### src/rtl/stopwatch_ctrl.sv
// stopwatch_ctrl
//   Control and sequencing for the stopwatch timebase. Debounces the start,
//   clear and lap buttons, runs the IDLE/RUN/PAUSE/LAP state machine, gates
//   and clears the timebase divider, and counts 1 s ticks into an MM:SS BCD
//   time. The display word shows either the live time or a frozen lap value.
//
//   Ports
//     Clk_100mhz  in   system clock, rising edge
//     Rst_n       in   asynchronous active-low reset
//     Btn_start   in   start/stop button (async, active-high)
//     Btn_clear   in   clear button (async, active-high)
//     Btn_lap     in   lap/split button (async, active-high)
//     Tick        in   one-cycle 1 Hz enable from the timebase
//     Tb_en       out  timebase enable, high in RUN and LAP
//     Tb_clr      out  one-cycle synchronous clear to the timebase divider
//     Disp        out  BCD {min_tens,min_units,sec_tens,sec_units}
//     State       out  FSM state: IDLE=0 RUN=1 PAUSE=2 LAP=3
//     Wrap        out  one-cycle pulse on the 59:59 -> 00:00 rollover
//
//   Handshake: there is no valid/ready traffic here; every input and output
//   is a level or a single-cycle pulse sampled on the rising clock edge.
module stopwatch_ctrl #(
  parameter int unsigned DEBOUNCE_CYCLES = 1000000,
  parameter int unsigned CNT_W           = 20
) (
  input  logic        Clk_100mhz,
  input  logic        Rst_n,
  input  logic        Btn_start,
  input  logic        Btn_clear,
  input  logic        Btn_lap,
  input  logic        Tick,
  output logic        Tb_en,
  output logic        Tb_clr,
  output logic [15:0] Disp,
  output logic [1:0]  State,
  output logic        Wrap
);

  typedef enum logic [1:0] {
    ST_IDLE  = 2'd0,
    ST_RUN   = 2'd1,
    ST_PAUSE = 2'd2,
    ST_LAP   = 2'd3
  } state_e;

  localparam logic [CNT_W-1:0] CNT_MAX = CNT_W'(DEBOUNCE_CYCLES - 1);

  // Button vectors are indexed {lap, clear, start}.
  logic [2:0]       sync1_q, sync1_d;
  logic [2:0]       sync2_q, sync2_d;
  logic [2:0]       acc_q, acc_d;
  logic [2:0]       acc_dly_q, acc_dly_d;
  logic [CNT_W-1:0] cnt_q [3];
  logic [CNT_W-1:0] cnt_d [3];

  state_e      state_q, state_d;
  logic [15:0] time_q, time_d;
  logic [15:0] lap_q, lap_d;
  logic [15:0] disp_q, disp_d;
  logic        tb_en_q, tb_en_d;
  logic        tb_clr_q, tb_clr_d;
  logic        wrap_q, wrap_d;

  logic [2:0] press;
  logic       start_p, clear_p, lap_p;
  logic       counting;

  // Synchroniser and debounce: the counter only runs while the synchronised
  // level disagrees with the accepted level, so any bounce back restarts it.
  always_comb begin
    sync1_d   = {Btn_lap, Btn_clear, Btn_start};
    sync2_d   = sync1_q;
    acc_d     = acc_q;
    acc_dly_d = acc_q;
    for (int i = 0; i < 3; i++) begin
      cnt_d[i] = '0;
      if (sync2_q[i] != acc_q[i]) begin
        if (cnt_q[i] == CNT_MAX) begin
          acc_d[i] = sync2_q[i];
        end else begin
          cnt_d[i] = cnt_q[i] + 1'b1;
        end
      end
    end
  end

  // Clear beats start beats lap; a losing press is simply dropped.
  assign press   = acc_q & ~acc_dly_q;
  assign clear_p = press[1];
  assign start_p = press[0] & ~press[1];
  assign lap_p   = press[2] & ~press[1] & ~press[0];

  assign counting = (state_q == ST_RUN) || (state_q == ST_LAP);

  always_comb begin
    state_d  = state_q;
    lap_d    = lap_q;
    tb_clr_d = 1'b0;
    time_d   = time_q;
    wrap_d   = 1'b0;

    // BCD ripple increment; a tick on a stop press still counts because
    // this looks at the pre-transition state.
    if (counting && Tick) begin
      if (time_q[3:0] != 4'd9) begin
        time_d[3:0] = time_q[3:0] + 4'd1;
      end else begin
        time_d[3:0] = 4'd0;
        if (time_q[7:4] != 4'd5) begin
          time_d[7:4] = time_q[7:4] + 4'd1;
        end else begin
          time_d[7:4] = 4'd0;
          if (time_q[11:8] != 4'd9) begin
            time_d[11:8] = time_q[11:8] + 4'd1;
          end else begin
            time_d[11:8] = 4'd0;
            if (time_q[15:12] != 4'd5) begin
              time_d[15:12] = time_q[15:12] + 4'd1;
            end else begin
              time_d[15:12] = 4'd0;
              wrap_d        = 1'b1;
            end
          end
        end
      end
    end

    case (state_q)
      ST_IDLE: begin
        if (start_p) state_d = ST_RUN;
      end
      ST_RUN: begin
        if (start_p) begin
          state_d = ST_PAUSE;
        end else if (lap_p) begin
          state_d = ST_LAP;
          lap_d   = time_q;
        end
      end
      ST_LAP: begin
        if (start_p)    state_d = ST_PAUSE;
        else if (lap_p) state_d = ST_RUN;
      end
      ST_PAUSE: begin
        if (clear_p) begin
          state_d  = ST_IDLE;
          time_d   = 16'h0000;
          tb_clr_d = 1'b1;
        end else if (start_p) begin
          state_d = ST_RUN;
        end
      end
      default: state_d = ST_IDLE;
    endcase

    tb_en_d = (state_d == ST_RUN) || (state_d == ST_LAP);
    disp_d  = (state_q == ST_LAP) ? lap_q : time_q;
  end

  always_ff @(posedge Clk_100mhz or negedge Rst_n) begin
    if (!Rst_n) begin
      sync1_q   <= '0;
      sync2_q   <= '0;
      acc_q     <= '0;
      acc_dly_q <= '0;
      for (int i = 0; i < 3; i++) cnt_q[i] <= '0;
      state_q   <= ST_IDLE;
      time_q    <= '0;
      lap_q     <= '0;
      disp_q    <= '0;
      tb_en_q   <= 1'b0;
      tb_clr_q  <= 1'b0;
      wrap_q    <= 1'b0;
    end else begin
      sync1_q   <= sync1_d;
      sync2_q   <= sync2_d;
      acc_q     <= acc_d;
      acc_dly_q <= acc_dly_d;
      for (int i = 0; i < 3; i++) cnt_q[i] <= cnt_d[i];
      state_q   <= state_d;
      time_q    <= time_d;
      lap_q     <= lap_d;
      disp_q    <= disp_d;
      tb_en_q   <= tb_en_d;
      tb_clr_q  <= tb_clr_d;
      wrap_q    <= wrap_d;
    end
  end

  assign Tb_en  = tb_en_q;
  assign Tb_clr = tb_clr_q;
  assign Disp   = disp_q;
  assign State  = state_q;
  assign Wrap   = wrap_q;

endmodule

### config.mk
export PLATFORM = sky130hd
export DESIGN_NAME = stopwatch_ctrl
export DESIGN_NICKNAME = d
export VERILOG_FILES = /design/src/rtl/stopwatch_ctrl.sv
export SDC_FILE = /design/constraint.sdc
export NUM_CORES = 1
export LEC_CHECK = 0
export ABC_AREA = 1
export CORE_MARGIN = 3
export CORE_UTILIZATION = 41
export DETAILED_ROUTE_END_ITERATION = 16
export GPL_TIMING_DRIVEN = 0
export PLACE_DENSITY = 0.67
export SKIP_CTS_REPAIR_TIMING = 1
export SLEW_MARGIN = 25
export SYNTH_ARGS = -nofsm -noshare
export SYNTH_HDL_FRONTEND = slang
export SYNTH_SLANG_ARGS = --single-unit
### constraint.sdc
create_clock -name Clk_100mhz -period 2 [get_ports Clk_100mhz]
set_clock_uncertainty 0.1 [all_clocks]
set_input_delay 0.5 -clock Clk_100mhz [delete_from_list [all_inputs] [get_ports Clk_100mhz]]
set_output_delay 0.5 -clock Clk_100mhz [all_outputs]
set_load 0.05 [all_outputs]
# After elaboration in Yosys (flattened, before gate mapping)
# Cells that the tools add are included.
# W data, S select, Z words.
# word_totals
regBits	125
input_bits	6
output_inout_bits	21
elab_cells	85
# classes
n_addsub	7
n_eq_ne	15
n_mux	31
bitwise	8
n_reduce_logical	8
# ops
op	count
$mux W20	6
$mux W16	4
$add A20 B1 Y20 const B	3
$eq A20 B20 Y1 const B	3
$mux W4	5
$add A4 B1 Y4 const B	4
$mux W12	1
$mux W2	6
$mux W8	1
$ne A4 B3 Y1 const B	2
$ne A4 B4 Y1 const B	2
$pmux W2 S4	1
$mux W1	7
$eq A2 B2 Y1 const B	3
$reduce_and A2 Y1	3
$eq A2 B1 Y1 const B	2
$and A1 B1 Y1	3
$and A3 B3 Y3	1
$ne A1 B1 Y1	3
$not A1 Y1	3
$not A3 Y3	1
$reduce_and A3 Y1	1
$logic_not A2 Y1	1
$logic_or A1 B1 Y1	2
$logic_and A1 B1 Y1	1

# Depth between registers and ports, before layout
# logic_depth
depth_word	10
mapped_depth	9
ltp_nobuf	9

# Worst setup path after synthesis
# Ideal clock, no wire load.
# synth_timing
path_type	register to register
start	reg state_q[0] (netlist: State[0])
end	reg time_q[14]
setup_ps	114
arrival_ps	1427
t_required_ps	1786
slack_ps	358
path_stages_with_launch	8
n_path_buf	0
period_less_slack_ps	1642
cell_sequence	dfrtp_1 -> nand2_2 -> clkinv_2 -> nand3_4 -> nor2_8 -> nand3_1 -> nand3_1 -> nor2_1
# synth_between
elab_chain_len	6
elab_cells_between_ends	8
cone_classes	3 x eq/ne; 3 x mux; 2 x reduce/logical
# synth_lines
item	line	rtl
start: declaration	56	state_e state_q, state_d;
start signal: assignment	180	state_q <= state_d;
$eq A2 B1 Y1 / $eq A2 B2 Y1 (equally long branches)	93	assign counting = (state_q == ST_RUN) || (state_q == ST_LAP);
$logic_or A1 B1 Y1	93	
$logic_and A1 B1 Y1	104	if (counting && Tick) begin
$mux W16	104	
$mux W16	145	if (clear_p) begin
$mux W16 *	128	case (state_q)
via time_d[14]	57	logic [15:0] time_q, time_d;
end signal: assignment	181	time_q <= time_d;
end: declaration	57	
# Mark *: on every way through the listed nets, which the timed path passes. The rest lies on a longest branch.
# A chain may end at the register's enable or synchronous reset.

# Worst setup path in the final report
# layout_timing
start	reg state_q[1] (netlist: State[1])
end	out State[1]
# layout_lines
item	line	rtl
end: declaration	35	output logic [1:0] State,
# No word-level cell between the ends.

==> reports/metrics.csv <==
metric;value;unit
path_delay_family;buffers and inverters;
syn_to_final_growth;18.2;%
setup_viol;0;
critPathLaunchType;register;
fillerInstances;1386;
die_h;129;µm
finalMaxSlewViolations;0;
clock_path_buffers;2;
finalNonFillerCells;971;
syn_nets;738;
synth_top_area_share;0.503;
clock_latency;0.42;ns
grt_max_degree;74;
pwr-share-clk;0.517;
wire_per_inst;12.3;µm
cts_made_buffers;17;
synth_compound_area_frac;0.0517;
synth_seq_cells;124;
clkTransAtPathRegs;0.05;ns
synth_edf_count;0;
synth_cell_type_count;37;
p_leak;3.69;nW
synthAdderAreaFrac;0.00609;
gp_congestion;0.843;
worstMarginPinSlew;0.556;ns
p_seq_frac;0.460;
worst-path-buf-inv;1;
tritoncts;built;
portBuffers;26;
crit_path_top_delay_cell;dlymetal6s2s_1;
start_util;0.421;
vias_per_cell;4.68;
ys_seq_area_frac;0.503;
finalInstanceArea;7290;µm²
async_flop_share;1.00;
regArea;3100;µm²
firstDrtPassIters;5;
die_area;16500;µm²
multi_input_area;2650;µm²
sw_frac_of_total;0.206;
final_nets;785;
overflow;0;
p_total;5.54;mW
syn_inst;729;
grt_pass1_vias;4392;
period_minus_slack;1.92;ns
die_w;129;µm
arrival;1.32;ns
antenna_found_initial;0;
outcome;completed;
post_dp_cell_area;6690;µm²
drive_gt1_frac;0.141;
synth_xor_area_frac;0.0455;
synthMuxAreaShare;0;
internal_power;4.40;mW
synthTopCellsByArea;dfrtp_1 50%, nand2_1 8.9%, nor2_1 7.7%;
synthSimpleGateAreaFrac;0.326;
power.switching;1.14;mW
worstSetupPathType;reg2out;
worstPathCellList;dlymetal6s2s_1;
grt_util_all_layers;0.159;
dr.first_iter.drc_count;354;
cp_max_fo;5;
synth_flop_cell;dfrtp_1;
yosysWarningCount;0;
h-tree-depth;4;
slowest_delay;0.46;ns
core;14600;µm²
wl;11900;µm
netlist_area;6170;µm²
r2r_setup_slack;0.36;ns
endpoint_kind;output port;
cts.sink_count;124;
cp.required;1.40;ns
synth_top_cell_by_area;dfrtp_1;
combPwrFrac;0.023;
rows;44;
fin_crit_sh;0.959;
antenna_cells;0;
grt_pass1_wl;20900;µm
final-hold-violation-count;0;
slew_headroom;0.628;
vias;4547;
drc;0;
hold_path.class;reg2reg;
root_buffer;clkbuf_16;
power_density;761;nW/µm²
final_cell_mix;147 x nand2_1, 126 x nor2_1, 124 x dfrtp_1;
io_pins;27;
fin_util;0.498;
fmax;0.521;GHz
placed_cells;940;
dp_hpwl;8440;µm
ant_nets;0;
rsz0062_at_grt;false;
syn_avg_cell_area;8.46;µm²
final_common_cell;nand2_1;
synth_top_family_by_area;simple AND/OR/NAND/NOR gates;
drv_cap;0;
irDropWorstVdd;0.634;mV
[flip-flops by register name (all words and copies together), names as in the netlist]
signal and flops:
Tb_clr 1, sync1_q 3, Wrap 1, cnt_q 60, acc_dly_d 3, time_q 16
sync2_q 3, Disp 16, lap_q 16, acc_dly_q 3, State 2
[path summary, 6_finish.rpt]
path                                   end  cells past startpoint       start
worst max-delay path              State[1]                      1    State[1]
worst min-delay path            sync2_q[2]                      0  sync1_q[2]
worst max register to register   cnt_q[33]                      8   cnt_q[20]
worst min register to register  sync2_q[2]                      0  sync1_q[2]
max in group asynchronous       sync2_q[0]                      3       Rst_n
min in group asynchronous        cnt_q[37]                      2       Rst_n
[cells by family after synthesis]
| group | Yosys count |
|---|---|
| buf+inv | 108 |
| fa+ha+maj | 3 |
| compound gates | 61 |
| flops | 124 |
| xor+xnor | 32 |
| simple gates | 401 |
[synth_stat cells (4+ instances only)]
master and n:
nand2_2 9, buf_2 4, inv_2 10, nand4_1 6, nor2_1 126, xnor2_1 6, nor2_2 11, o21ai_0 27
dfrtp_1 124, xor2_1 26, nor3_1 12, a21oi_1 14, nand2_4 8, o21ai_1 15, nand2_1 147, inv_1 88
nand3_1 36, nand3b_1 5, nor3b_1 5, nor2_4 16, nand3_2 10
[through the flow]
step | hold WS [ns] | setup slack [ns] | TNS, ns
after floorplan | 0.104 | 0.358 | 0
after global placement | 0.237 | -4.58 | -566.68
after detailed placement | 0.236 | -0.0606 | -0.0606
after CTS | -0.0930 | -0.507 | -4.31
after global routing | 0.267 | 0.0153 | 0
final | 0.252 | 0.0824 | 0
[routing by layer]
metal  wire length (µm)  vias to the layer above  track usage
li1                   -                     2361            -
met1               5660                     2093        0.213
met2               5620                       70        0.252
met3                382                       23       0.0361
met4                238                        0       0.0630
met5                  0                        -            0
[layout make-up]
type	instances	share of cell area
clock buffer	21	0.0618
clock inverter	9	0.0134
inverter	100	0.0520
multi-input combinational	497	0.363
buffer	8	0.00532
sequential	124	0.426
tap	184	0.0316
timing repair buffer	28	0.0470
[power groups by stage]
stage | registers [mW] | clock network, mW | logic (mW)
final | 2.55 | 2.86 | 0.127
after global routing | 2.55 | 3.06 | 0.148
after CTS | 2.55 | 2.94 | 0.132
after detailed placement | 2.59 | 0 | 0.131
after global placement | 2.59 | 0 | 0.122
after floorplan | 2.59 | 0 | 0.0502
No activity file was read; power rests on OpenSTA's default activity.
